--- config.mk ---
export PLATFORM = sky130hd
export DESIGN_NAME = booth_pe_bank
export DESIGN_NICKNAME = d
export VERILOG_FILES = /design/src/rtl/booth_pe_bank.sv
export SDC_FILE = /design/constraint.sdc
export NUM_CORES = 1
export LEC_CHECK = 0
export ABC_CLOCK_PERIOD_IN_PS = 11820
export CORE_MARGIN = 8
export CORE_UTILIZATION = 60
export DETAILED_ROUTE_END_ITERATION = 7
export MAX_ROUTING_LAYER = met4
export PLACE_DENSITY = 0.92
export SLEW_MARGIN = 20
export SYNTH_ARGS = -nofsm -noshare
export SYNTH_HDL_FRONTEND = slang
export SYNTH_SLANG_ARGS = --single-unit
--- constraint.sdc ---
create_clock -name clk -period 11.82 [get_ports clk]
set_input_delay 2.955 -clock clk [delete_from_list [all_inputs] [get_ports clk]]
set_output_delay 2.955 -clock clk [all_outputs]
set_load 0.02 [all_outputs]
--- src/rtl/booth_pe_bank.sv ---
// booth_pe_bank
//   Systolic processing element holding a DEPTH-entry bank of Booth-style
//   weights w = 2^p - 2^n. On every valid activation it computes
//   (A<<p) - (A<<n) + bias with the next weight of the bank and passes the
//   result down the column. Control words loaded from the top bus select
//   unsigned/signed activations and load or run the bank.
//
//   Optional feature macro: BOOTH_PE_SAT_EN
//     defined   -> product clamped to the signed NB-1-bit range, sticky ovf
//     undefined -> product wraps mod 2^(NB-1), ovf held at 0
//
// Ports
//   clk        in   1    clock, rising edge
//   rst        in   1    asynchronous, active-high reset
//   a_in       in   NA   activation from left
//   a_vld_in   in   1    a_in valid
//   b_in       in   NB   weight / bias / control word from top
//   a_out      out  NA   registered a_in to right
//   a_vld_out  out  1    registered a_vld_in
//   d_out      out  NB   registered product / forwarded word to bottom
//   ovf        out  1    sticky saturation flag
module booth_pe_bank #(
  parameter int NA    = 8,
  parameter int NSH   = 3,
  parameter int NID   = 7,
  parameter int DEPTH = 4,
  parameter int NB    = 27,
  parameter int IDX   = 0
) (
  input  logic          clk,
  input  logic          rst,
  input  logic [NA-1:0] a_in,
  input  logic          a_vld_in,
  input  logic [NB-1:0] b_in,
  output logic [NA-1:0] a_out,
  output logic          a_vld_out,
  output logic [NB-1:0] d_out,
  output logic          ovf
);

  localparam int SW = (DEPTH > 1) ? $clog2(DEPTH) : 1;
  localparam int NW = 2 * NSH;
  localparam logic [NID-1:0] IDX_L   = NID'(IDX);
  localparam logic [SW-1:0]  LAST    = SW'(DEPTH - 1);

  localparam logic [2:0] C_RSET = 3'd1;
  localparam logic [2:0] C_ALT2 = 3'd2;
  localparam logic [2:0] C_INTM = 3'd3;
  localparam logic [2:0] C_LOAD = 3'd4;
  localparam logic [2:0] C_MULT = 3'd5;

  typedef enum logic [1:0] {
    S_IDLE = 2'd0,
    S_LOAD = 2'd1,
    S_MULT = 2'd2
  } state_t;

  state_t          state;
  logic            mode_int;
  logic [SW-1:0]   ptr;
  logic [SW-1:0]   load_cnt;
  logic [NW-1:0]   bank [DEPTH];

  // Input word decode
  logic            is_ctrl;
  logic            is_wt;
  logic [2:0]      code;
  logic [NW-1:0]   wt;
  logic [SW-1:0]   slot;
  logic [NID-1:0]  idx;
  logic            slot_ok;

  assign code    = b_in[2:0];
  assign is_ctrl = b_in[NB-1] && (b_in[5:3] == b_in[2:0]);
  assign is_wt   = b_in[NB-1] && !is_ctrl;
  assign wt      = b_in[NW-1:0];
  assign slot    = b_in[NW +: SW];
  assign idx     = b_in[NW+SW +: NID];
  // Widen by one bit so DEPTH itself is representable for the compare.
  assign slot_ok = ({1'b0, slot} < (SW+1)'(DEPTH));

  // Datapath: current weight split into its two shift amounts
  logic [NW-1:0]   cur_w;
  logic [NSH-1:0]  sh_p;
  logic [NSH-1:0]  sh_n;
  logic [NB-2:0]   prod;
  logic            sat_hit;

  assign cur_w = bank[ptr];
  assign sh_p  = cur_w[NW-1:NSH];
  assign sh_n  = cur_w[NSH-1:0];

`ifdef BOOTH_PE_SAT_EN
  // One guard bit above the NB-1-bit result exposes signed overflow.
  logic [NB-1:0] a_ext;
  logic [NB-1:0] bias_ext;
  logic [NB-1:0] sum_full;

  // NOTE: every always_comb output gets a default first, so no path can
  // leave it unassigned and infer a latch.
  always_comb begin
    a_ext    = {{(NB-NA){mode_int & a_in[NA-1]}}, a_in};
    bias_ext = {b_in[NB-2], b_in[NB-2:0]};
    sum_full = (a_ext << sh_p) - (a_ext << sh_n) + bias_ext;
    sat_hit  = (sum_full[NB-1] != sum_full[NB-2]);
    prod     = sum_full[NB-2:0];
    if (sat_hit) begin
      // Clamp toward the sign of the true (guard-bit) result.
      prod = sum_full[NB-1] ? {1'b1, {(NB-2){1'b0}}} : {1'b0, {(NB-2){1'b1}}};
    end
  end
`else
  logic [NB-2:0] a_ext;

  always_comb begin
    a_ext   = {{(NB-1-NA){mode_int & a_in[NA-1]}}, a_in};
    prod    = (a_ext << sh_p) - (a_ext << sh_n) + b_in[NB-2:0];
    sat_hit = 1'b0;
  end
`endif

  // NOTE: sequential state is written with non-blocking assignments only,
  // so every register samples the pre-edge values of its neighbours.
  always_ff @(posedge clk or posedge rst) begin
    if (rst) begin
      a_out     <= '0;
      a_vld_out <= 1'b0;
      d_out     <= '0;
      ovf       <= 1'b0;
      state     <= S_IDLE;
      mode_int  <= 1'b0;
      ptr       <= '0;
      load_cnt  <= '0;
      // NOTE: the bank is cleared on reset because a MULT issued straight
      // after reset must see zero weights; it is small enough to stay in flops.
      for (int i = 0; i < DEPTH; i++) bank[i] <= '0;
    end else begin
      a_out     <= a_in;
      a_vld_out <= a_vld_in;

      if (is_ctrl && code == C_RSET) begin
        // Column-wide soft reset; ovf survives so a host can still read it.
        d_out    <= b_in;
        state    <= S_IDLE;
        mode_int <= 1'b0;
        ptr      <= '0;
        load_cnt <= '0;
        for (int i = 0; i < DEPTH; i++) bank[i] <= '0;
      end else begin
        case (state)
          S_IDLE: begin
            if (is_ctrl) begin
              d_out <= b_in;
              case (code)
                C_ALT2: mode_int <= 1'b0;
                C_INTM: mode_int <= 1'b1;
                C_LOAD: begin
                  state    <= S_LOAD;
                  load_cnt <= '0;
                end
                C_MULT: begin
                  state <= S_MULT;
                  ptr   <= '0;
                end
                default: ;
              endcase
            end else begin
              d_out <= '0;
            end
          end

          S_LOAD: begin
            if (is_wt && idx == IDX_L && slot_ok) begin
              // Word addressed to this row: consume it.
              bank[slot] <= wt;
              d_out      <= '0;
              load_cnt   <= load_cnt + 1'b1;
              if (load_cnt == LAST) state <= S_IDLE;
            end else begin
              // Words for other rows (and rejected slots) travel on down.
              d_out <= b_in;
              if (is_ctrl && code == C_ALT2) state <= S_IDLE;
            end
          end

          S_MULT: begin
            if (is_ctrl) begin
              d_out <= b_in;
              if (code == C_ALT2) begin
                state <= S_IDLE;
                ptr   <= '0;
              end
            end else if (a_vld_in) begin
              d_out <= {1'b0, prod};
              ptr   <= (ptr == LAST) ? '0 : ptr + 1'b1;
              if (sat_hit) ovf <= 1'b1;
            end else begin
              // No activation: the bias passes straight through.
              d_out <= {1'b0, b_in[NB-2:0]};
            end
          end

          default: state <= S_IDLE;
        endcase
      end
    end
  end

endmodule

# [Word level (Yosys, flattened, before mapping)]
# Index checks and enable logic that the tools add are counted.
[totals] register_bits=67 input_bits=38 out_inout_bits=37 wordCells=106
[classes] n_addsub=4 n_lt_le_gt_ge=3 eq_ne=21 shifts=2 muxes=40 n_bitwise=3 n_reduce_logical=22
[ops] operator="27-bit 2-to-1 mux" n=4
[ops] operator="27-bit one-hot mux with 3 select lines" n=1
[ops] operator="24-bit 2-to-1 mux" n=3
[ops] operator="26-bit by 3-bit << shifter with 26-bit output" n=2
[ops] operator="2-bit 2-to-1 mux" n=17
[ops] operator="26-bit adder" n=1
[ops] operator="26-bit 2-to-1 mux" n=1
[ops] operator="26-bit subtractor" n=1
[ops] operator="24-bit bitwise mux" n=1
[ops] operator="6-bit 2-to-1 mux" n=3
[ops] operator="4-bit inequality test, second input constant" n=4
[ops] operator="6-bit binary-select mux with 2-bit select" n=1
[ops] operator="6-bit demux with 2-bit select" n=1
[ops] operator="3-bit inequality test, second input constant" n=4
[ops] operator="2-bit one-hot mux with 2 select lines" n=3
[ops] operator="3-bit nonzero test" n=3
[ops] operator="2-bit nonzero test" n=4
[ops] operator="7-bit logical NOT" n=1
[ops] operator="2-bit equality test, second input constant" n=3
[ops] operator="3-bit by 2-bit equality test with 1-bit output, second input constant" n=2
[ops] operator="3-bit equality test, second input constant" n=2
[ops] operator="3-bit >= comparator, second input constant" n=2
[ops] operator="1-bit logical AND" n=6
[ops] operator="3-bit by 2-bit inequality test with 1-bit output, second input constant" n=2
[ops] operator="other kinds (19)" n=23

# [Longest topological paths before layout]
# Gate-level depths: netlist of run 1.
[logic_depth] word_depth=11 depth_mapped=17 mapped_depth_nobuf=15

# [Worst setup path after synthesis of run 1]
# OpenSTA, ideal clock, no wires.
[synth_path] path_kind="input-to-reg" startpoint="input port a_in[7]" endpoint="register d_out[24]" setup_time_ps=135 arrival_ps=5997 required_time_ps=11685 path_slack_ps=5688 cell_stages=14 n_path_buf=1 cell_sequence="clkbuf_1 -> o21ai_0 -> mux2i_1 -> a21oi_1 -> fa_1 -> ha_1 -> or2_2 -> a21o_1 -> a41o_1 -> o31ai_1 -> o21ai_0 -> a31oi_1 -> xor2_1 -> o22ai_1"
[synth_between] elab_chain_len=8 elab_cells_between_ends=9 cone_classes="add/sub: 2; shift: 2; mux: 4; bitwise: 1"
[synth_rtl] item="from (decl)" line="32" rtl="input logic [NA-1:0] a_in,"
[synth_rtl] item="1-bit AND" line="116" rtl="a_ext = {{(NB-1-NA){mode_int & a_in[NA-1]}}, a_in};"
[synth_rtl] item="26-bit by 3-bit << shifter with 26-bit output" line="117" rtl="prod = (a_ext << sh_p) - (a_ext << sh_n) + b_in[NB-2:0];"
[synth_rtl] item="26-bit subtractor *" line="117"
[synth_rtl] item="26-bit adder *" line="117"
[synth_rtl] item="26-bit 2-to-1 mux *" line="193" rtl="end else if (a_vld_in) begin"
[synth_rtl] item="27-bit 2-to-1 mux *" line="187" rtl="if (is_ctrl) begin"
[synth_rtl] item="27-bit one-hot mux with 3 select lines *" line="150" rtl="case (state)"
[synth_rtl] item="27-bit 2-to-1 mux *" line="141" rtl="if (is_ctrl && code == C_RSET) begin"
[synth_rtl] item="to (signal assigned)" line="143" rtl="d_out <= b_in;"
[synth_rtl] item="to (signal assigned)" line="188" rtl="d_out <= b_in;"
[synth_rtl] item="to (signal assigned)" line="194" rtl="d_out <= {1'b0, prod};"
[synth_rtl] item="to (decl)" line="37" rtl="output logic [NB-1:0] d_out,"
# Mark *: on every way between the ends. The rest lies on a longest branch, timed or not.
# A chain may end at the register's enable or synchronous reset.

# [Worst setup path after layout of run 1]
[layout_path] startpoint="input port a_in[1]" endpoint="register d_out[24]"
[layout_between] elab_chain_len=7 elab_cells_between_ends=8 cone_classes="add/sub: 2; shift: 2; mux: 4"
[layout_rtl] item="26-bit by 3-bit << shifter with 26-bit output" line="117"
[layout_rtl] item="26-bit subtractor *" line="117"
[layout_rtl] item="26-bit adder *" line="117"
[layout_rtl] item="26-bit 2-to-1 mux *" line="193"
[layout_rtl] item="27-bit 2-to-1 mux *" line="187"
[layout_rtl] item="27-bit one-hot mux with 3 select lines *" line="150"
[layout_rtl] item="27-bit 2-to-1 mux *" line="141"
# Marked as above.

==> summary.txt, run 1 <==
Floorplanning
  • Chip height: 111.9 µm
  • Die area: 12520 µm²
  • Row cnt: 35
  • Die Span X: 111.9 µm
  • Initial core utilization: 0.6087
  • I/O Pins: 75
  • Core outline area: 9065 µm²

Logic synthesis
  • Sequential-to-total area share from yosys stat: 0.3039
  • EDFF count, synth: 0
  • Primary FF master, synth: dfrtp_1
  • Net count after synthesis: 718
  • Yosys reg bits: 67
  • Cell Area, Synth: 5518 µm²
  • Mapped Cells: 634
  • Synth Area per Inst: 8.703 µm²
  • Yosys Warn Count: 0
  • Netlist cell types: 61
  • Async set-or-reset flop fraction in the synthesized netlist: 1.000

Detailed routing
  • First drt pass iteration count: 6
  • WL final: 15940 µm
  • Antenna viol nets, final: 0
  • Via count: 5134
  • Drc violations: 0
  • DRT iter0 DRCs: 505
  • Mean routed wirelength per cell: 19.83 µm
  • Via density per instance: 6.386

Timing
  • Clock skew: 0.01460 ns
  • Transition time of the tightest slew-check pin: 1.041 ns
  • Final Setup Violations: 0
  • Minimum clock period: 6.652 ns
  • Fmax: 0.1503 GHz
  • RSZ-0062 raised after global routing: false
  • Hold_ws: 0.5114 ns
  • Slew headroom: 0.3032
  • Pins Over Slew Limit: 0
  • Final period utilization: 0.5628
  • Fin. Hold Viols: 0
  • Setup Total Neg Slack: 0 ns

Setup path
  • Kind of critical path: input pin to flip-flop
  • Critical path's most frequent cell: mux2i_1
  • Worst EP arrival: 6.87 ns
  • Crit path buf inv count: 1
  • Req. time, crit path: 12.04 ns
  • CP endpoint kind: flip-flop
  • Delay of the slowest critical-path stage: 0.56 ns
  • Crit path max-delay family: compound AO/OA/AOI/OAI gates
  • CP startpoint kind: input pin
  • Critical path's slowest cell: clkdlybuf4s50_1
  • CP Cell Sequence: clkdlybuf4s50_1 > mux2i_1 > mux2i_1 > mux2i_1 > fa_1 > ha_1 > a211oi_1 > o21ai_0 > a41o_1 > o31ai_1 > o21ai_0 > a31oi_1 > xor2_1 > o22ai_1
  • Critical Path Fanout Max: 5

GRT
  • First-pass GRT wire length: 26300 µm
  • Vias in the first global route: 5131
  • Total GRT Usage: 0.2634
  • Largest net degree at the start of global routing: 68
  • Initial antenna violation count: 0
  • Total grt overflow: 0

Clock network
  • Post-CTS Setup Inserts: 0
  • CTS sink cnt: 67
  • H-tree Lvls: 3
  • Gates resized, CTS repair: 0
  • Clock buffer depth: 2
  • Root Buffer: clkbuf_8
  • Clock-pin slew on the worst setup and hold paths: 0.09 ns
  • Hold_buf cts: 0
  • Clk_lat worst skew: 0.36 ns
  • CTS buffer count: 9
  • CTS tree: done

Pwr
  • Sequential fraction of design power: 0.273
  • Leak Pwr: 2.795 nW
  • Clock power frac: 0.202
  • Internal: 0.0006468 W
  • Total power: 0.001150 W
  • Net Sw Frac: 0.4374
  • Combinational group share of total power: 0.525
  • PwrDens: 176.5 nW/µm²
  • Peak VDD IR: 0.1602 mV
  • NetSw: 0.0005029 W

Final layout
  • Share of cells above drive strength 1: 0.06205
  • Fin util: 0.7187
  • Nets@finish: 772
  • Area Overhead vs Synth: 18.07%
  • Diodes inserted: 0

Placed design
  • Post-DP HPWL: 11410 µm
  • # port buffers: 73
  • Placer congestion estimate: 0.9386

Worst hold path
  • Worst hold path type: flip-flop to flip-flop

Run
  • Maxcap violations: 0

Outcome
  • Status: finished, final reports clean
[cell families (layout without fill, tap and decap cells)]
group	count (synthesis)	in the layout	share of synthesized area
mux	53	53	0.1109
xor+xnor	24	24	0.03809
flops	67	67	0.3039
compound gates	163	163	0.1878
buf+inv	67	126	0.04853
simple gates	213	213	0.1855
other cells	1	1	0.0006796
fa+ha+maj	46	46	0.1247
[power by group through the flow]
| stage | registers (W) | logic (W) | clock network, W |
|---|---|---|---|
| after floorplan | 0.000350 | 0.000358 | 0 |
| after global placement | 0.000315 | 0.000577 | 0 |
| after detailed placement | 0.000316 | 0.000589 | 0 |
| after CTS | 0.000313 | 0.000597 | 0.000235 |
| after global routing | 0.000320 | 0.000654 | 0.000244 |
| final | 0.000314 | 0.000604 | 0.000232 |
[final timing paths]
path                       slack (ns)   endpoint  startpoint  depth (start not counted)
max                              5.17  d_out[24]     a_in[1]                         14
max in group asynchronous        8.08   a_out[6]         rst                          3
min reg2reg                      0.51    bank[5]     bank[5]                          2
max reg2reg                      6.87  d_out[24]      ptr[0]                         14
min                              0.51    bank[5]     bank[5]                          2
min in group asynchronous        3.17   d_out[0]         rst                          3
[layer usage]
| metal | share of wire | global-route usage | wire [µm] |
|---|---|---|---|
| met4 | 0.024 | 0.07384 | 388 |
| met3 | 0.073 | 0.04978 | 1159 |
| met5 | 0 | - | 0 |
| met1 | 0.43 | 0.3341 | 6879 |
| met2 | 0.47 | 0.4212 | 7516 |
[worst reg2reg max path: cells and delay by family, from the launching register on]
kind                     cells  cell delay (ns)
AO/OA/AOI/OAI                7             1.69
XOR/XNOR                     1             0.16
adder cells (fa/ha/maj)      2             0.80
flip-flops                   1             0.64
multiplexers                 4             1.53
[layout by cell type (no fill, tap or decap), types with 21 or more instances in the layout]
cell	netlist	layout
a21oi_1	50	50
clkdlybuf4s50_1	0	73
dfrtp_1	67	67
ha_1	31	31
inv_1	32	31
mux2i_1	42	42
nand2_1	62	62
nand3_1	21	21
nor2_1	63	63
o21ai_0	42	42
[cell usage after synthesis (2+ instances only)]
cell | count | area (µm²)
nor3_1 | 12 | 60.06
dfrtp_1 | 67 | 1677
buf_2 | 10 | 50.05
a41oi_1 | 2 | 17.52
xnor2_1 | 14 | 122.6
o22ai_1 | 5 | 31.28
inv_1 | 32 | 120.1
a21o_1 | 15 | 112.6
nor3b_1 | 3 | 22.52
mux2_2 | 5 | 56.30
o31ai_1 | 2 | 15.01
buf_1 | 4 | 15.01
and4_1 | 2 | 17.52
nor2b_1 | 10 | 62.56
nor2_2 | 2 | 12.51
ha_1 | 31 | 387.9
fa_1 | 15 | 300.3
a31oi_1 | 4 | 25.02
nor4_1 | 2 | 12.51
clkbuf_1 | 20 | 75.07
a221oi_1 | 14 | 122.6
o21ai_0 | 42 | 210.2
and2_1 | 7 | 43.79
o21bai_1 | 2 | 15.01
or3_1 | 3 | 18.77
a22o_1 | 2 | 17.52
nor2_1 | 63 | 236.5
o211ai_1 | 4 | 30.03
nand4_1 | 4 | 25.02
a21oi_1 | 50 | 250.2
mux4_2 | 6 | 135.1
o21a_1 | 3 | 22.52
or4_1 | 2 | 15.01
nand3_1 | 21 | 105.1
nand2b_1 | 6 | 37.54
and3_1 | 6 | 37.54
xor2_1 | 10 | 87.58
mux2i_1 | 42 | 420.4
a211oi_1 | 7 | 52.55
nand2_1 | 62 | 232.7
[area by class of cell]
| class | count | area (µm²) |
|---|---|---|
| Timing Repair Buffer | 78 | 768.2 |
| Fill cell | 683 | 2550 |
| Multi-Input combinational cell | 500 | 3582 |
| Clock buffer | 9 | 123.9 |
| Inverter | 32 | 120.1 |
| Tap cell | 111 | 138.9 |
| Sequential cell | 67 | 1677 |
| Clock inverter | 7 | 105.1 |
[flip-flops by register name (all words and copies together), names as in the netlist]
name	count
load_cnt	2
mode_int	1
a_out	8
state	2
d_out	27
ptr	2
a_vld_out	1
bank	24
[stage by stage]
| step | cells | instance area, µm² | setup WS [ns] |
|---|---|---|---|
| final | 804 | 6515 | 5.168 |
| after CTS | 804 | 6515 | 5.249 |
| after global routing | 804 | 6515 | 4.887 |
| after global placement | 788 | 6286 | 4.977 |
| after detailed placement | 788 | 6286 | 4.876 |
| after floorplan | 634 | 5518 | 5.688 |
Power figures use the tool's default switching activity.
==> inputs of run 2 (changes only) <==
- ABC_CLOCK_PERIOD_IN_PS: 11820 -> 5900
- CORE_UTILIZATION: 60 -> 51
- PLACE_DENSITY: 0.92 -> 0.84
- clock period: 11.82 -> 5.9 ns (I/O delays scaled with it)
==> run 2 against run 1 <==
Effect of this change:
- worst hold slack lost 0.0082 ns
- clock skew shrank 0.0063 ns
- critical path depth is the same
- clock power grew 51%
- critical path type unchanged
- critical endpoint unchanged
- largest cell class unchanged
==> summary.txt, run 2 (synthesis gave the netlist of run 1 again) <==
Detailed routing
  • Via count: 5075
  • WL final: 15550 µm
  • First drt pass iteration count: 5
  • Via density per instance: 6.071
  • DRT iter0 DRCs: 361
  • Mean routed wirelength per cell: 18.60 µm
  • Antenna viol nets, final: 0
  • Drc violations: 0

Final layout
  • Multi-input gate area: 3585 µm²
  • Fill cell total of the finished layout: 931
  • Max reg flops: 27
  • Non-Filler Instances: 836
  • Share of cells above drive strength 1: 0.06609
  • Fin util: 0.6098
  • Largest regs: d_out (27), bank (24), a_out (8)
  • Most common library cell in the layout ignoring fill and taps: clkdlybuf4s50_1
  • Register area: 1677 µm²
  • Diodes inserted: 0
  • Most frequent cells in the layout: 73 x clkdlybuf4s50_1, 67 x dfrtp_1, 62 x nand2_1, 62 x nor2_1, 50 x a21oi_1
  • Area Overhead vs Synth: 18.23%
  • Nets@finish: 776
  • Biggest register: d_out

Floorplanning
  • Die Span X: 120.0 µm
  • Initial core utilization: 0.5158
  • Row cnt: 38
  • I/O Pins: 75
  • Core outline area: 10700 µm²
  • Chip height: 120.0 µm
  • Die area: 14400 µm²

Timing
  • RSZ-0062 raised after global routing: false
  • Pins Over Slew Limit: 0
  • Fin. Hold Viols: 0
  • Setup Total Neg Slack: 0 ns
  • Minimum clock period: 5.201 ns
  • Slew headroom: 0.4294
  • Clock skew: 0.008255 ns
  • Hold_ws: 0.5032 ns
  • Transition time of the tightest slew-check pin: 0.8559 ns
  • Final Setup Violations: 0
  • Final period utilization: 0.8815
  • Fmax: 0.1923 GHz

Setup path
  • Kind of critical path: input pin to flip-flop
  • Critical path's most frequent cell: fa_1
  • Critical Path Fanout Max: 5
  • Delay of the slowest critical-path stage: 0.56 ns
  • Req. time, crit path: 6.14 ns
  • Worst EP arrival: 5.44 ns
  • R2R cell count: 14
  • CP endpoint kind: flip-flop
  • CP startpoint kind: input pin
  • Critical path's slowest cell: clkdlybuf4s50_1
  • CP Cell Sequence: clkdlybuf4s50_1 > mux2i_1 > or3_1 > fa_1 > inv_1 > fa_1 > a21oi_1 > a2bb2oi_1 > a211oi_1 > o31ai_1 > o21ai_0 > a31oi_1 > xor2_1 > o22ai_1

Pwr
  • Net Sw Frac: 0.4512
  • PwrDens: 336.5 nW/µm²
  • Internal: 0.001205 W
  • Clock power frac: 0.159
  • Peak VDD IR: 0.2338 mV
  • Combinational group share of total power: 0.552
  • NetSw: 0.0009905 W
  • Sequential fraction of design power: 0.288
  • Total power: 0.002196 W
  • Leak Pwr: 2.779 nW

GRT
  • Total GRT Usage: 0.2237
  • First-pass GRT wire length: 25700 µm
  • Initial antenna violation count: 0
  • Vias in the first global route: 5161
  • Largest net degree at the start of global routing: 68
  • Total grt overflow: 0

Clock network
  • Clk_lat worst skew: 0.36 ns
  • Hold_buf cts: 0
  • Clock buffer depth: 2
  • CTS sink cnt: 67
  • H-tree Lvls: 3
  • CTS buffer count: 9
  • Post-CTS Setup Inserts: 0
  • Root Buffer: clkbuf_8
  • CTS tree: done
  • Clock-pin slew on the worst setup and hold paths: 0.08 ns
  • Gates resized, CTS repair: 0

Worst hold path
  • Worst hold path type: flip-flop to flip-flop
  • Hold depth: 2

Placed design
  • Post-DP HPWL: 11590 µm
  • Placed cells: 821
  • Placer congestion estimate: 0.9192
  • # port buffers: 73

Outcome
  • Status: finished, final reports clean

Run
  • Maxcap violations: 0
## run 2: cell count changes in the layout (fill, tap and decap cells not counted), sizes merged
cell      change
buf           +4
bufinv        -2
clkbuf        +1
clkinv        +3
clkinvlp      +1
inv           -4
## run 2: final timing paths
check,slack (ns),from,to
setup / recovery,0.70,a_in[0],d_out[24]
hold / removal,0.50,load_cnt[1],load_cnt[1]
setup reg to reg,0.94,ptr[1],d_out[24]
hold reg to reg,0.50,load_cnt[1],load_cnt[1]
max in group asynchronous,3.67,rst,a_out[3]
min in group asynchronous,1.68,rst,d_out[0]
## run 2: cell type report
class,instances,share of cell area
multi-input combinational,500,0.5495
timing repair buffer,82,0.1224
tap,140,0.02685
clock inverter,5,0.006329
clock buffer,10,0.01956
inverter,32,0.01841
sequential,67,0.2570
## run 2: per-stage QoR
step	setup slack, ns	cell area [µm²]
2_1_floorplan	1.248	5518
3_3_place_gp	0.5482	6352
3_5_place_dp	0.4164	6355
4_1_cts	0.7711	6524
5_1_grt	0.3990	6524
6_report	0.6990	6524
## run 2: worst max-delay path, delay by kind of cell
family	cells	cell delay [ns]
compound gates	7	1.69
simple gates	1	0.35
xor+xnor	1	0.17
mux	1	0.16
buf+inv	2	0.63
fa+ha+maj	2	0.96
## run 2: routing by layer
layer	wire length, µm	vias up	GRT usage	part of all wire
met3	1045	35	0.03664	0.067
met4	421	0	0.08665	0.027
met5	0	-	-	0
met2	7350	222	0.3528	0.47
li1	-	2376	-	-
met1	6733	2442	0.2831	0.43
## run 2: power by group through the flow
stage	combinational, W	sequential (W)	clock, W
finish	0.00121	0.000633	0.000350
global route	0.00133	0.000644	0.000374
CTS	0.00120	0.000633	0.000356
detailed placement	0.00119	0.000638	0
global placement	0.00116	0.000635	0
floorplan	0.000717	0.000700	0
==> inputs of run 3 (changes only) <==
- CTS_CLUSTER_SIZE: not set -> 25
==> results of run 3 <==
No change in the layout: final DEF, timing and power equal those of run 2.
